==> src/rtl/wavetable_pkg.sv <==
// wavetable_pkg: shared sizes, FSM state encoding and small voice-index
// helpers for the wavetable load arbiter.
package wavetable_pkg;

  localparam int NUM_VOICES = 4;
  localparam int VOICE_W    = 2;
  localparam int WTB_NUM_W  = 5;

  typedef enum logic [1:0] {
    WAIT_IDLE = 2'd0,
    ARB       = 2'd1,
    ISSUE     = 2'd2,
    WAIT_DONE = 2'd3
  } arb_state_e;

  // One-hot lane vector for a voice index.
  function automatic logic [NUM_VOICES-1:0] voice_onehot(input logic [VOICE_W-1:0] v);
    logic [NUM_VOICES-1:0] r;
    r    = '0;
    r[v] = 1'b1;
    return r;
  endfunction

  // Voice index after v, wrapping to 0 after the last voice.
  function automatic logic [VOICE_W-1:0] voice_next(input logic [VOICE_W-1:0] v);
    logic [VOICE_W-1:0] r;
    if (v == VOICE_W'(NUM_VOICES - 1)) begin
      r = '0;
    end else begin
      r = v + VOICE_W'(1);
    end
    return r;
  endfunction

endpackage

==> src/rtl/rr_priority_picker.sv <==
// rr_priority_picker: combinational round-robin selector. Returns the first
// set request bit at or after ptr, wrapping modulo N.
module rr_priority_picker #(
  parameter int N = 4,
  parameter int W = 2
) (
  input  logic [N-1:0] req,
  input  logic [W-1:0] ptr,
  output logic         found,
  output logic [W-1:0] index
);

  localparam logic [W:0] N_WIDE = (W + 1)'(N);

  logic [W-1:0] cand;

  // ptr + ofs reduced modulo N; the extra bit holds the unwrapped sum.
  function automatic logic [W-1:0] wrap_add(input logic [W-1:0] base, input logic [W:0] ofs);
    logic [W:0] s;
    s = {1'b0, base} + ofs;
    if (s >= N_WIDE) begin
      s = s - N_WIDE;
    end else begin
      s = s;
    end
    return s[W-1:0];
  endfunction

  // Scan from the farthest offset down so the nearest pending voice wins.
  always_comb begin
    found = 1'b0;
    index = '0;
    cand  = '0;
    for (int i = N - 1; i >= 0; i--) begin
      cand  = wrap_add(ptr, (W + 1)'(i));
      found = found | req[cand];
      index = req[cand] ? cand : index;
    end
  end

endmodule

==> src/rtl/wavetable_load_arbiter.sv <==
// wavetable_load_arbiter: shares the single wavetable loader among the voices.
// Requests are latched per voice, granted round-robin, issued one at a time,
// and the loaded table number is recorded per voice for the mixer.
// Optional build macro WTB_SKIP_RELOAD_EN: a grant whose voice already holds
// the requested table completes immediately without touching the loader.
module wavetable_load_arbiter
  import wavetable_pkg::*;
(
  input  logic                            clk,
  input  logic                            rst_n,
  input  logic [NUM_VOICES-1:0]           voice_req,
  input  logic [NUM_VOICES*WTB_NUM_W-1:0] voice_wtb_num,
  output logic [NUM_VOICES-1:0]           voice_done,
  output logic [NUM_VOICES-1:0]           loaded_valid,
  output logic [NUM_VOICES*WTB_NUM_W-1:0] loaded_wtb_num,
  output logic                            busy,
  output logic [WTB_NUM_W-1:0]            ldr_wtb_num,
  output logic [VOICE_W-1:0]              ldr_voice_num,
  output logic                            ldr_wtb_load,
  input  logic                            ldr_done,
  input  logic [WTB_NUM_W-1:0]            ldr_done_wtb_num,
  input  logic                            ldr_idle
);

  arb_state_e             state;
  logic [NUM_VOICES-1:0]  pending;
  logic [WTB_NUM_W-1:0]   pend_wtb [NUM_VOICES];
  logic [VOICE_W-1:0]     rr_ptr;
  logic [VOICE_W-1:0]     gnt_voice;

  logic                   pick_found;
  logic [VOICE_W-1:0]     pick_idx;
  logic [WTB_NUM_W-1:0]   pick_wtb;
  logic                   take;
  logic                   skip;
  logic [NUM_VOICES-1:0]  grant_clr;
  logic [NUM_VOICES-1:0]  pending_nxt;
`ifdef WTB_SKIP_RELOAD_EN
  logic [WTB_NUM_W-1:0]   pick_loaded_wtb;
`endif

  rr_priority_picker #(
    .N (NUM_VOICES),
    .W (VOICE_W)
  ) u_picker (
    .req   (pending),
    .ptr   (rr_ptr),
    .found (pick_found),
    .index (pick_idx)
  );

  // Grant decision and next pending vector; a fresh request beats a same-cycle grant clear.
  always_comb begin
    take     = (state == ARB) && pick_found;
    pick_wtb = pend_wtb[pick_idx];
`ifdef WTB_SKIP_RELOAD_EN
    pick_loaded_wtb = loaded_wtb_num[pick_idx*WTB_NUM_W +: WTB_NUM_W];
    skip = take && loaded_valid[pick_idx] && (pick_loaded_wtb == pick_wtb);
`else
    skip = 1'b0;
`endif
    if (take) begin
      grant_clr = voice_onehot(pick_idx);
    end else begin
      grant_clr = '0;
    end
    pending_nxt = (pending & ~grant_clr) | voice_req;
  end

  // Request capture: latest requested table number wins while pending.
  always_ff @(posedge clk or negedge rst_n) begin
    if (!rst_n) begin
      pending <= '0;
      for (int i = 0; i < NUM_VOICES; i++) begin
        pend_wtb[i] <= '0;
      end
    end else begin
      pending <= pending_nxt;
      for (int i = 0; i < NUM_VOICES; i++) begin
        if (voice_req[i]) begin
          pend_wtb[i] <= voice_wtb_num[i*WTB_NUM_W +: WTB_NUM_W];
        end
      end
    end
  end

  // Arbitration FSM with registered loader strobe, per-voice status and busy.
  always_ff @(posedge clk or negedge rst_n) begin
    if (!rst_n) begin
      state          <= WAIT_IDLE;
      rr_ptr         <= '0;
      gnt_voice      <= '0;
      ldr_wtb_load   <= 1'b0;
      ldr_wtb_num    <= '0;
      ldr_voice_num  <= '0;
      voice_done     <= '0;
      loaded_valid   <= '0;
      loaded_wtb_num <= '0;
      busy           <= 1'b0;
    end else begin
      voice_done   <= '0;
      ldr_wtb_load <= 1'b0;
      case (state)
        WAIT_IDLE: begin
          // The loader may still be finishing work started before a reset.
          if (ldr_idle) begin
            state <= ARB;
            busy  <= |pending_nxt;
          end else begin
            busy  <= 1'b1;
          end
        end
        ARB: begin
          if (take) begin
            rr_ptr <= voice_next(pick_idx);
            if (skip) begin
              voice_done <= voice_onehot(pick_idx);
              busy       <= |pending_nxt;
            end else begin
              gnt_voice              <= pick_idx;
              ldr_voice_num          <= pick_idx;
              ldr_wtb_num            <= pick_wtb;
              ldr_wtb_load           <= 1'b1;
              // Voice mutes while its RAM slice is being rewritten.
              loaded_valid[pick_idx] <= 1'b0;
              state                  <= ISSUE;
              busy                   <= 1'b1;
            end
          end else begin
            busy <= |pending_nxt;
          end
        end
        ISSUE: begin
          state <= WAIT_DONE;
          busy  <= 1'b1;
        end
        WAIT_DONE: begin
          busy <= 1'b1;
          if (ldr_done) begin
            loaded_wtb_num[gnt_voice*WTB_NUM_W +: WTB_NUM_W] <= ldr_done_wtb_num;
            loaded_valid[gnt_voice] <= 1'b1;
            voice_done              <= voice_onehot(gnt_voice);
            state                   <= WAIT_IDLE;
          end
        end
        default: begin
          state <= WAIT_IDLE;
          busy  <= 1'b1;
        end
      endcase
    end
  end

endmodule

==> config.mk <==
export PLATFORM = sky130hd
export DESIGN_NAME = wavetable_load_arbiter
export DESIGN_NICKNAME = d
export VERILOG_FILES = /design/src/rtl/wavetable_pkg.sv /design/src/rtl/rr_priority_picker.sv /design/src/rtl/wavetable_load_arbiter.sv
export SDC_FILE = /design/constraint.sdc
export NUM_CORES = 1
export LEC_CHECK = 0
export CORE_MARGIN = 10
export CORE_UTILIZATION = 49
export DETAILED_ROUTE_END_ITERATION = 8
export GPL_ROUTABILITY_DRIVEN = 0
export HOLD_SLACK_MARGIN = 0.08
export PLACE_DENSITY = 0.79
export SLEW_MARGIN = 5
export SYNTH_ARGS = -nofsm -noshare
export SYNTH_HDL_FRONTEND = slang
export SYNTH_SLANG_ARGS = --single-unit
==> constraint.sdc <==
create_clock -name clk -period 2.5 [get_ports clk]
set_clock_uncertainty 0.2 [all_clocks]
set_input_delay 0.625 -clock clk [delete_from_list [all_inputs] [get_ports clk]]
set_output_delay 0.625 -clock clk [all_outputs]
set_load 0.005 [all_outputs]
* Word level (Yosys, flattened, before mapping)
Index checks and enable logic that the tools add are counted.
** Operators by class
- Add/subtract/negate cells :: 9
- Multiply operators :: 1
- Order comparisons :: 13
- Equal/unequal tests :: 7
- Shift-type cells :: 2
- Mux-type cells :: 40
- Bitwise gates (word level) :: 10
- Reduce and logical (&&, ||, !) cells :: 11
** Operators with widths (count)
- negation 5 -> 34 bit :: 1
- variable shift 5 x 34 -> 20 bit, first input constant :: 1
- variable part select 5 x 34 -> 20 bit :: 1
- two-way mux 2 bit :: 12
- bitwise mux 20 bit :: 1
- two-way mux 4 bit :: 5
- < comparator 2 x 3 -> 1 bit, second input constant :: 6
- greater-or-equal comparator 3 bit, second input constant :: 4
- binary-select mux 5 bit (select 2 bit) :: 1
- two-way mux 1 bit :: 10
- two-way mux 5 bit :: 2
- AND 4 bit :: 2
- binary-select mux 1 bit (select 2 bit) :: 4
- NOT 4 bit :: 2
- bitwise OR 4 bit :: 2
- one-hot mux 2 bit (4 select lines) :: 1
- one-hot mux 4 bit (2 select lines) :: 1
- subtractor 2 x 1 -> 2 bit, second input constant :: 4
- adder 2 x 2 -> 3 bit, second input constant :: 2
- equality test 2 bit, second input constant :: 3
- != test 2 bit, second input constant :: 3
- AND reduction 3 bit :: 2
- multiplier 2 x 3 -> 5 bit, second input constant :: 1
- demux 1 bit (select 2 bit) :: 2
- 14 further kinds :: 20
** Word-level totals
- Flip-flop bits (word level) :: 65
- Output and inout port bits :: 37

* Logic depth before layout (Yosys ltp)
- Depth after elaboration :: 20
- Mapped depth :: 9

* By module
From an unflattened synthesis, not the netlist that was laid out.
** Second synthesis, totals
- Cells, all modules :: 214
- Area, all modules :: 2962.8 sq um
** By module, submodules not included
- wavetable_load_arbiter :: instances 1, cells an instance 201, area each 2885.3 sq um, sequential area each 1626.6 sq um
- rr_priority_picker :: instances 1, cells an instance 13, area each 77.6 sq um, sequential area each 0.0 sq um

* Worst setup path before layout
OpenSTA, ideal clock, no wires.
- Path type :: reg-to-reg
- Start point :: reg rr_ptr[1]
- End point :: reg busy
- Setup time :: 0.129 ns
- Data arrival time :: 1.932 ns
- Required time :: 2.171 ns
- Slack :: 0.239 ns
- Cell stages (with the launch flop) :: 10
- Path buffers :: 0
- Clock period less this slack :: 2.261 ns
- Cell sequence :: dfrtp_1 -> nand2b_1 -> a21oi_2 -> nor2_2 -> inv_2 -> ha_1 -> nand2_1 -> a21o_1 -> or2_1 -> o41a_1
** On the way
- Word-level cells in the longest chain between the ends :: 20
** RTL lines
- start: declaration :: line wavetable_load_arbiter.sv:28 : logic [VOICE_W-1:0] rr_ptr;
- start signal: assignment :: line wavetable_load_arbiter.sv:115 : rr_ptr <= voice_next(pick_idx);
- adder 2 x 2 -> 3 bit :: line rr_priority_picker.sv:20 : s = {1'b0, base} + ofs;
- greater-or-equal comparator 3 bit / subtractor 2 x 1 -> 2 bit (equally long branches) :: line rr_priority_picker.sv:21, rr_priority_picker.sv:22
- two-way mux 2 bit :: line rr_priority_picker.sv:21 : if (s >= N_WIDE) begin
- binary-select mux 1 bit (select 2 bit) :: line rr_priority_picker.sv:36, rr_priority_picker.sv:37
- two-way mux 1 bit (not written as such) :: line rr_priority_picker.sv:36, rr_priority_picker.sv:37
- two-way mux 2 bit (4 in series) :: line rr_priority_picker.sv:37 : index = req[cand] ? cand : index;
- < comparator 2 x 3 -> 1 bit (not written as such) / greater-or-equal comparator 2 x 1 -> 1 bit (equally long branches) :: line wavetable_pkg.sv:20 : r[v] = 1'b1;
- logical AND 1 bit (not written as such) :: line wavetable_pkg.sv:20
- [2 not listed]
- two-way mux 4 bit (*) :: line wavetable_load_arbiter.sv:62 : if (take) begin
- NOT 4 bit (*) :: line wavetable_load_arbiter.sv:67 : pending_nxt = (pending & ~grant_clr) | voice_req;
- AND 4 bit (*) :: line wavetable_load_arbiter.sv:67
- bitwise OR 4 bit (*) :: line wavetable_load_arbiter.sv:67
- via pending_nxt[2] :: line wavetable_load_arbiter.sv:37 : logic [NUM_VOICES-1:0] pending_nxt;
- OR reduction 4 bit (*) :: line wavetable_load_arbiter.sv:108, wavetable_load_arbiter.sv:130
- two-way mux 1 bit (on tied branches) :: line wavetable_load_arbiter.sv:114, wavetable_load_arbiter.sv:106
- one-hot mux 1 bit (3 select lines) (*) :: line wavetable_load_arbiter.sv:103 : case (state)
- end signal: assignment :: line wavetable_load_arbiter.sv:108 : busy <= |pending_nxt;
- end signal: assignment :: line wavetable_load_arbiter.sv:118 : busy <= |pending_nxt;
- end signal: assignment :: line wavetable_load_arbiter.sv:130 : busy <= |pending_nxt;
- end: declaration :: line wavetable_load_arbiter.sv:16 : output logic busy,
Mark *: on every way through the listed nets, which the timed path passes. The rest lies on a longest branch. The select of a mux whose other input is x is not followed.
A chain may end at the register's enable or synchronous reset.

* Worst setup path after layout
Same ends and word-level chain as after synthesis.

==> run_results.csv <==
group,metric,value,unit
status,outcome,"finished clean",
synthesis,synth_edf_count,0,
global_routing,grt_overflow_total,0,
synthesis,mappedNetlistNets,280,
routing,drtPass1Iterations,4,
clock_network,clk_latency,340,ps
global_routing,grt_pass1_wl,11900,um
synthesis,yosysTopAreaCell,"dfrtp_1",
power,p_comb_share,42.2,%
place,portBuffers,69,
routing,routed_wl,7190,um
global_routing,grt_pass1_vias,2357,
setup_path,worstPathArrival,2270,ps
global_routing,antenna_found_initial,0,
clock_network,clockBufferDepth,2,
synthesis,synthArstFlopShare,100,%
setup_path,worst_setup_path_end_kind,"register",
synthesis,yosysTopAreaCellShare,55.9,%
routing,drc,0,
power,p_clk_share,21.2,%
synthesis,syn_inst,233,
power,seqPwrFrac,36.6,%
power,p_per_area,1070,nW/um^2
final_layout,n_antenna_cell,0,
final_layout,finalInstanceArea,4030,um^2
timing,tns,0,ps
setup_path,critical_path_required,2510,ps
floorplanning,start_util,49.7,%
synthesis,ys_seq_area_share,55.9,%
clock_network,cts_buffers,9,
synthesis,yosysWarnings,0,
worst_hold_path,hp-class,"register to register",
final_layout,nets,374,
power,p_leak,1.80,nW
power,intPower,2.88,mW
setup_path,critical_path_class,"register to register",
timing,rsz0062_at_grt,"false",
setup_path,crit_fanout,5,
timing,slew_headroom,63.0,%
clock_network,clkSinkCount,65,
timing,final-hold-violation-count,0,
final_layout,syn2layout_area_growth,38.6,%
clock_network,root_buffer,"clkbuf_8",
floorplanning,die-area,9420,um^2
power,total_power,4.33,mW
clock_network,cts_repair_resize_count,0,
floorplanning,core,5850,um^2
routing,drt_iter0_drc,67,
floorplanning,core.rowCount,28,
synthesis,yosys_register_bits,65,
setup_path,crit_path_start_kind,"register",
power,irDropWorstVdd,0.615,mV
synthesis,avgSynthCellArea,12.5,um^2
clock_network,cts_tree,"built",
timing,fmax,442,MHz
timing,min_period,2260,ps
power,switching_share,33.4,%
synthesis,synth.area.top_cells,"dfrtp_1 (56%), mux2_2 (7.7%), a22o_1 (6.3%)",
final_layout,drive_above_1_share,19.0,%
clock_network,clk_pin_slew_worst_paths,70,ps
synthesis,synth_ff_type,"dfrtp_1",
global_routing,grt_max_degree,42,
setup_path,rrSetupSlack,240,ps
synthesis,yosysUniqueCellTypes,42,
timing,hold_ws,307,ps
job,drv_cap,0,
clock_network,post_cts_buffers,0,
timing,fin_crit_sh,90.5,%
timing,tightestPinTransition,555,ps
synthesis,synth_area,2910,um^2
floorplanning,die-width,97.1,um
timing,finalMaxSlewViolations,0,
clock_network,h-tree-depth,3,
place,hpwl,5460,um
routing,wl_per_cell,17.7,um
floorplanning,die_y,97.1,um
floorplanning,io_pins,70,
routing,routed_via_density,5.45,
routing,vias,2220,
power,p_switching,1.44,mW
place,placed_area,3820,um^2
timing,setup-violations-final,0,
global_routing,grt_util_all_layers,15.5,%
timing,fin_ws,239,ps
place,pre_cts_ws,162,ps
routing,ant_nets,0,
[cell families (layout without fill, tap and decap cells)]
group                    Yosys count  in the layout  share of synthesized area (%)
AO/OA/AOI/OAI                     63             63                           16.6
AND/OR/NAND/NOR                   46             46                           8.64
multiplexers                      26             26                           9.80
adder cells (fa/ha/maj)           14             14                           6.02
buffers and inverters             19            118                           3.05
flip-flops                        65             65                           55.9
[power groups by stage]
stage | registers [mW] | logic, mW | clock network [mW]
after detailed placement | 1.60 | 1.83 | 0
after floorplan | 1.57 | 0.949 | 0
after CTS | 1.58 | 1.85 | 0.936
final | 1.58 | 1.83 | 0.917
after global placement | 1.58 | 1.79 | 0
after global routing | 1.62 | 2.00 | 0.987
[per-stage QoR]
stage	instances	utilization (%)
floorplan	233	-
global placement	390	65.2
detailed placement	390	65.2
CTS	407	68.9
global route	407	68.9
finish	407	68.9
[timing repair]
action | CTS | global route
endpoints found under the setup margin | 0 | 0
hold endpoints to repair | 13 | 0
hold buffers | 1 | 0
[routing by layer]
metal	wire [um]	track usage (%)
met5	0	0
met2	3560	24.7
met3	339	4.41
met1	3200	18.8
met4	99	7.26
[worst paths after layout]
path / from / cells after the start / to
worst max-delay path: rr_ptr[1] / 9 / busy
worst max register to register: rr_ptr[1] / 9 / busy
max in group asynchronous: rst_n / 3 / loaded_wtb_num[4]
min in group asynchronous: rst_n / 2 / pend_wtb[10]
worst min register to register: pend_wtb[5] / 1 / pend_wtb[5]
worst min-delay path: pend_wtb[5] / 1 / pend_wtb[5]
[cell type report]
| type | count | area (um^2) |
|---|---|---|
| clock buffer | 14 | 173 |
| clock inverter | 2 | 35.0 |
| fill | 446 | 1820 |
| inverter | 10 | 37.5 |
| multi-input combinational | 149 | 1190 |
| sequential | 65 | 1630 |
| tap | 75 | 93.8 |
| timing repair buffer | 92 | 873 |
[registers in the layout, indices dropped and copies added, names as in the netlist]
| register | count |
|---|---|
| loaded_wtb_num | 20 |
| pend_wtb | 20 |
| ldr_wtb_num | 5 |
| loaded_valid | 4 |
| pending | 4 |
| voice_done | 4 |
| ldr_voice_num | 2 |
| rr_ptr | 2 |
| state | 2 |
| busy | 1 |
| ldr_wtb_load | 1 |
[synth_stat cells (2+ instances only)]
cell type / n
nor4b_1: 3
nand2_1: 12
nand2b_1: 2
dfrtp_1: 65
inv_1: 9
clkbuf_1: 2
nand3_1: 11
a21oi_1: 7
a22o_1: 21
a22oi_1: 2
nor4_1: 2
mux2i_1: 6
a21o_1: 2
o211ai_1: 5
or2b_1: 2
and3_1: 5
buf_2: 5
mux2_2: 20
nor2_1: 2
o21ai_0: 11
a211o_1: 5
ha_1: 14
[worst max-delay path: stages (launching register included)]
cell	delay, ps
dfrtp_1	430
nand2b_1	200
a21oi_2	180
nor2_2	70
inv_2	50
ha_1	160
nand2_1	60
a21o_1	210
or2_1	240
o41a_1	320
[cells in the final DEF (no fill, tap or decap), types with 6 or more instances in the layout]
master,netlist,routed
clkdlybuf4s50_1,0,68
dfrtp_1,65,65
a22o_1,21,21
buf_4,1,21
mux2_2,20,20
ha_1,14,14
nand2_1,12,12
clkbuf_8,0,12
nand3_1,11,11
o21ai_0,11,11
inv_1,9,9
a21oi_1,7,7
mux2i_1,6,6
(Power assumes the default switching activity.)
